[src/rtl/pipeline_hazard_ctrl.sv]
// pipeline_hazard_ctrl: PC / pipeline-register sequencing for load-use stalls,
//   branch squashes, multi-cycle EX holds and HALT drain.
// Latency: event outputs are combinational (Mealy) in RUN; holds/drain are state driven.
// Backpressure: the pipeline is frozen by deasserting pc_en / if_id_en / id_ex_en.
//
// Ports:
//   clk, rst            clock, asynchronous active-high reset
//   id_rs/id_rt/id_uses_rt   source operands of the instruction in ID
//   ex_rd/ex_memread     destination and load flag of the instruction in EX
//   ex_branch_taken      taken branch resolved in EX
//   ex_mc_start          one-cycle pulse, multi-cycle op entered EX
//   ex_halt              HALT in EX
//   pc_en, if_id_en, if_id_flush, id_ex_en, id_ex_flush, ex_mem_bubble  pipeline controls
//   halted               pipeline drained after HALT (sticky until rst)
//   stall_count          stall cycle counter
//
// Optional feature: define HAZARD_PERF_CNT_EN to build the saturating stall
// counter; otherwise stall_count is tied to zero.

module pipeline_hazard_ctrl #(
    parameter int MC_LATENCY = 4,
    parameter int CNT_W      = 16
) (
    input  logic             clk,
    input  logic             rst,
    input  logic [2:0]       id_rs,
    input  logic [2:0]       id_rt,
    input  logic             id_uses_rt,
    input  logic [2:0]       ex_rd,
    input  logic             ex_memread,
    input  logic             ex_branch_taken,
    input  logic             ex_mc_start,
    input  logic             ex_halt,
    output logic             pc_en,
    output logic             if_id_en,
    output logic             if_id_flush,
    output logic             id_ex_en,
    output logic             id_ex_flush,
    output logic             ex_mem_bubble,
    output logic             halted,
    output logic [CNT_W-1:0] stall_count
);

    // The shared countdown must hold MC_LATENCY-2 and the drain preload of 1.
    localparam int CW = (MC_LATENCY < 2) ? 1 : $clog2(MC_LATENCY);

    typedef enum logic [1:0] {
        RUN     = 2'd0,
        MC_BUSY = 2'd1,
        DRAIN   = 2'd2,
        HALTED  = 2'd3
    } state_t;

    state_t        state;
    logic [CW-1:0] cnt;

    logic load_use_hit;
    logic ev_halt;
    logic ev_branch;
    logic ev_mc;
    logic ev_lu;

    // r0 is compared like any other register.
    assign load_use_hit = ex_memread &&
                          ((ex_rd == id_rs) || (id_uses_rt && (ex_rd == id_rt)));

    // Priority-encoded RUN events; rst suppresses them so outputs go idle at once.
    always_comb begin
        ev_halt   = 1'b0;
        ev_branch = 1'b0;
        ev_mc     = 1'b0;
        ev_lu     = 1'b0;
        if (!rst && (state == RUN)) begin
            if (ex_halt)
                ev_halt = 1'b1;
            else if (ex_branch_taken)
                ev_branch = 1'b1;
            else if (ex_mc_start)
                ev_mc = 1'b1;
            else if (load_use_hit)
                ev_lu = 1'b1;
        end
    end

    always_comb begin
        pc_en         = 1'b1;
        if_id_en      = 1'b1;
        if_id_flush   = 1'b0;
        id_ex_en      = 1'b1;
        id_ex_flush   = 1'b0;
        ex_mem_bubble = 1'b0;
        halted        = 1'b0;
        if (!rst) begin
            unique case (state)
                RUN: begin
                    if (ev_halt) begin
                        pc_en       = 1'b0;
                        if_id_flush = 1'b1;
                        id_ex_flush = 1'b1;
                    end else if (ev_branch) begin
                        // PC still updates so the branch target loads.
                        if_id_flush = 1'b1;
                        id_ex_flush = 1'b1;
                    end else if (ev_mc) begin
                        pc_en         = 1'b0;
                        if_id_en      = 1'b0;
                        id_ex_en      = 1'b0;
                        ex_mem_bubble = 1'b1;
                    end else if (ev_lu) begin
                        pc_en       = 1'b0;
                        if_id_en    = 1'b0;
                        id_ex_flush = 1'b1;
                    end
                end
                MC_BUSY: begin
                    pc_en         = 1'b0;
                    if_id_en      = 1'b0;
                    id_ex_en      = 1'b0;
                    ex_mem_bubble = 1'b1;
                end
                DRAIN: begin
                    pc_en       = 1'b0;
                    if_id_en    = 1'b0;
                    id_ex_flush = 1'b1;
                end
                HALTED: begin
                    pc_en       = 1'b0;
                    if_id_en    = 1'b0;
                    id_ex_flush = 1'b1;
                    halted      = 1'b1;
                end
                default: ;
            endcase
        end
    end

    // cnt counts remaining MC_BUSY cycles or remaining DRAIN cycles (minus one).
    always_ff @(posedge clk or posedge rst) begin
        if (rst) begin
            state <= RUN;
            cnt   <= '0;
        end else begin
            unique case (state)
                RUN: begin
                    if (ev_halt) begin
                        state <= DRAIN;
                        cnt   <= CW'(1);
                    end else if (ev_mc && (MC_LATENCY > 1)) begin
                        // The start cycle is the first hold cycle.
                        state <= MC_BUSY;
                        cnt   <= CW'(MC_LATENCY - 2);
                    end
                end
                MC_BUSY: begin
                    if (cnt == '0)
                        state <= RUN;
                    else
                        cnt <= cnt - 1'b1;
                end
                DRAIN: begin
                    if (cnt == '0)
                        state <= HALTED;
                    else
                        cnt <= cnt - 1'b1;
                end
                HALTED: state <= HALTED;
                default: state <= RUN;
            endcase
        end
    end

`ifdef HAZARD_PERF_CNT_EN
    logic [CNT_W-1:0] stall_q;

    // Saturating; the parked HALTED state is not a stall.
    always_ff @(posedge clk or posedge rst) begin
        if (rst)
            stall_q <= '0;
        else if (!pc_en && (state != HALTED) && (stall_q != {CNT_W{1'b1}}))
            stall_q <= stall_q + 1'b1;
    end

    assign stall_count = stall_q;
`else
    assign stall_count = '0;
`endif

endmodule

[config.mk]
export PLATFORM = sky130hd
export DESIGN_NAME = pipeline_hazard_ctrl
export DESIGN_NICKNAME = d
export VERILOG_FILES = /design/src/rtl/pipeline_hazard_ctrl.sv
export SDC_FILE = /design/constraint.sdc
export NUM_CORES = 1
export LEC_CHECK = 0
export BUFFER_PORTS_ARGS = -buffer_cell sky130_fd_sc_hd__buf_2
export CORE_MARGIN = 3
export CORE_UTILIZATION = 38
export DETAILED_ROUTE_END_ITERATION = 8
export PLACE_DENSITY = 0.74
export SLEW_MARGIN = 20
export SYNTH_ARGS = -nofsm -noshare
export SYNTH_HDL_FRONTEND = slang
export SYNTH_SLANG_ARGS = --single-unit
[constraint.sdc]
create_clock -name clk -period 1.8 [get_ports clk]
set_clock_uncertainty 0.2 [all_clocks]
set_input_delay 0 -clock clk [delete_from_list [all_inputs] [get_ports clk]]
set_output_delay 0 -clock clk [all_outputs]
set_load 0.005 [all_outputs]
# Word-level counts from Yosys, hierarchy flattened
# Index checks and enable logic that the tools add are counted.
# totals
input_bits	16
n_memories	0
latch_bits	0
wordCells	79
out_inout_bits	23
rom_bits	0
regBits	4
ram_bits	0
# op_classes
mul	0
reduce_logical	13
n_div	0
n_lt_le_gt_ge	0
eq_ne	9
addsub	1
n_mux	54
shift	0
bitwise_logic	0
# op_table
operator	count
1-bit 2-to-1 mux	40
2-bit 2-to-1 mux	7
1-bit one-hot mux with 2 select lines	5
2-bit one-hot mux with 4 select lines	1
3-bit equality test	2
2-bit inequality test (second input constant)	3
3-bit AND reduction	2
2-bit equality test (second input constant)	2
2-bit zero test	2
2-bit one-hot mux with 2 select lines	1
2-bit OR reduction	2
1-bit logical AND	3
3-bit inequality test (second input constant)	1
3-bit OR reduction	1
2-bit by 1-bit equality test with 1-bit output (second input constant)	1
2-bit nonzero test	1
2-bit by 1-bit subtractor with 2-bit output (second input constant)	1
1-bit zero test	1
1-bit logical OR	1

# Depth between registers and ports, before layout
# logic_depth
ltp_word	15
ltp_mapped	7
mapped_depth_nobuf	6

# Worst setup path after synthesis
# No wires, ideal clock.
# synth_timing
path_kind	flip-flop to flip-flop
from	register state[0]
to	register cnt[1]
t_arrival_ps	1414
setup_time_ps	125
stages_incl_launch_ff	7
t_required_ps	1475
setup_slack_ps	61
synth_period_minus_slack_ps	1739
path_buffers	0
cell_sequence	dfrtp_1 -> inv_1 -> ha_1 -> nor2b_1 -> a21oi_1 -> a21oi_2 -> mux2_4
# synth_between
elab_chain_len	5
word_cells_on_any_way	13
cone_classes	eq/ne (4); mux (4); reduce/logical (5)
# synth_rtl
item	line_no	text
from (decl)	54	state_t state;
from (signal assigned)	140	state <= RUN;
from (signal assigned)	146	state <= DRAIN;
from (signal assigned)	150	state <= MC_BUSY;
2-bit zero test	73, 143	
1-bit logical AND	73	if (!rst && (state == RUN)) begin
1-bit 2-to-1 mux	73	
3-bit inequality test (no source line) or 2-bit 2-to-1 mux (tied branches)	-	
3-bit AND reduction (no source line) or 2-bit one-hot mux with 2 select lines (tied branches)	-	
to (signal assigned)	151	cnt <= CW'(MC_LATENCY - 2);
to (signal assigned)	158	cnt <= cnt - 1'b1;
to (signal assigned)	164	cnt <= cnt - 1'b1;
to (decl)	55	logic [CW-1:0] cnt;
# Several ways; a longest one is shown, not always the timed one.
# A chain may end at the register's enable or synchronous reset.

# Worst setup path after layout
# layout_timing
from	register state[1]
to	output port id_ex_flush
# layout_between
elab_chain_len	9
word_cells_on_any_way	15
cone_classes	eq/ne (2); mux (10); reduce/logical (3)
# layout_rtl
item	line_no	text
2-bit zero test	73, 94	
1-bit logical AND	73	
1-bit 2-to-1 mux	73	
1-bit 2-to-1 mux	109	end else if (ev_lu) begin
1-bit 2-to-1 mux	104	end else if (ev_mc) begin
1-bit 2-to-1 mux	100	end else if (ev_branch) begin
1-bit 2-to-1 mux	96	if (ev_halt) begin
1-bit one-hot mux with 2 select lines (*)	94	unique case (state)
1-bit 2-to-1 mux (*)	93	if (!rst) begin
to (decl)	38	output logic id_ex_flush,
# Mark *: on every way between the ends. The rest lies on a longest branch, timed or not.

==> out/results.tsv <==
metric	value	unit
multiInputGateArea	483	µm²
cts_tree	built	
initial_core_util	42.5	%
power.total	0.267	mW
n_fill_cell	143	
routedWlPerCell	10.3	µm
vias_per_cell	4.74	
final_nets	134	
rsz0062_at_grt	true	
leakage	0.408	nW
hp-class	input port to flop	
yosysSeqAreaShare	15.0	%
numCtsBuffers	3	
io_buffers	22	
ys_types	30	
grt_start_max_net_pins	8	
post-place-cells	119	
antenna_left	0	
yosys_warnings	0	
setup_violations	0	
dp_hpwl	1090	µm
drive_gt1_share	42.7	%
vias	597	
core-area	1580	µm²
irDropWorstVdd	0.000165	V
slew_violations	0	
routabilityCongestion	0.778	
drcViolationCount	0	
arrival	1.58	ns
critPathLaunchType	flop	
final_common_cell	buf_2	
fin_setup_tns	0	ns
whs	0.0406	ns
placement_rows	14	
path_clk_slew	0.03	ns
synth-seq-cells	4	
finish.utilization	51.8	%
stdcell_count	126	
fin_ws	0.0182	ns
cts_buffer_depth	2	
grt_pass1_vias	474	
cts_num_sinks	4	
place_ws	0.0541	ns
critical_path_class	flop to primary output	
syn_to_final_growth	22.1	%
critical_path_required	1.60	ns
postLayoutCellArea	817	µm²
syn_inst	80	
wl	1300	µm
p_per_area	327	nW/µm²
syn_area	669	µm²
drt_first_pass_iters	2	
avgSynthCellArea	8.37	µm²
n_antenna_cell	0	
grt_pass1_wl	1980	µm
die_x	48.0	µm
cts.htree.levels	1	
ff_latch_area	100	µm²
ioPinCount	39	
cap_violations	0	
status	complete, no violations	
fin_crit_sh	99.0	%
max_clock_freq	561	MHz
crit_path_max_fanout	5	
hold_viol_final	0	
drtIter0Drc	3	
die-area	2300	µm²
mostFrequentLayoutCells	buf_2, conb_1, a21oi_1, xnor2_1, buf_4	
die_h	48.0	µm
min_period	1.78	ns
clk_latency	0.23	ns
antenna_found_initial	0	
placed_area	747	µm²
endpoint_kind	primary output	
track_usage	12.3	%
grt_overflow	0	
ctsRootBufferMaster	clkbuf_4	
## report_power, final
part / switching [mW] / internal, mW
sequential: 0 / 0.0905
combinational: 0.0362 / 0.0323
clock: 0.0339 / 0.0744
## metal layers
layer / up-vias / wire, µm / track usage, % / part of all wire [%]
met2: 33 / 640 / 20.6 / 49
met5: - / 0 / 0 / 0
met3: 4 / 130 / 2.26 / 10
li1: 295 / - / - / -
met4: 0 / 24 / 6.45 / 1.8
met1: 265 / 506 / 14.8 / 39
## worst paths after layout
path	endpoint	cells past startpoint	slack, ns	startpoint
max	id_ex_flush	6	0.02	state[1]
min	state[0]	3	0.04	ex_halt
max reg2reg	state[1]	6	0.09	state[0]
min reg2reg	cnt[1]	1	0.32	cnt[1]
max in group asynchronous	state[1]	3	1.16	rst
min in group asynchronous	cnt[0]	3	0.07	rst
## worst max-delay path, stage by stage, from the launching register on
cell and delay [ns]:
dfrtp_1 0.35, inv_2 0.07, ha_4 0.18, nor2b_4 0.13, nor2b_1 0.14, o41a_1 0.35, buf_2 0.13
## cells in the mapped netlist (all sizes together)
master	number	share of area (%)
a211oi	1	1.1
a21oi	9	8.4
a31oi	1	0.94
and2b	1	1.3
buf	17	20
conb	1	0.56
dfrtp	4	15
ha	6	11
inv	7	3.9
mux2	3	6.7
nand2	2	1.1
nand3	2	1.5
nand3b	1	1.1
nand4	1	0.94
nand4b	1	1.3
nor2	6	3.7
nor2b	4	5.2
nor3	1	0.75
o21ai	4	4.7
o2bb2ai	1	1.3
o41a	1	1.7
xnor2	6	7.9
## flip-flops by register name (all words and copies together) (netlist names)
register	count
cnt	2
state	2
## cell type report
| cell class | instances | area share, % |
|---|---|---|
| inverter | 7 | 3.22 |
| tap | 16 | 2.45 |
| timing repair buffer | 29 | 20.2 |
| multi-input combinational | 67 | 59.1 |
| sequential | 4 | 12.3 |
| clock buffer | 3 | 2.76 |
## cells by family after synthesis
logic type | Yosys count | synth area share [%]
adder cells (fa/ha/maj) | 6 | 11.2
multiplexers | 3 | 6.73
AO/OA/AOI/OAI | 17 | 18.1
flip-flops | 4 | 15.0
AND/OR/NAND/NOR | 19 | 17.0
other | 1 | 0.560
XOR/XNOR | 6 | 7.85
buffers and inverters | 24 | 23.6
## repair_timing
action,4_1_cts,5_1_grt
endpoints found under the hold margin,4,0
gates cloned,0,0
pin swaps,1,1
hold buffers,1,0
setup endpoints to repair,3,5
setup buffers,0,3
resized for setup,4,1
(Power assumes the default switching activity.)
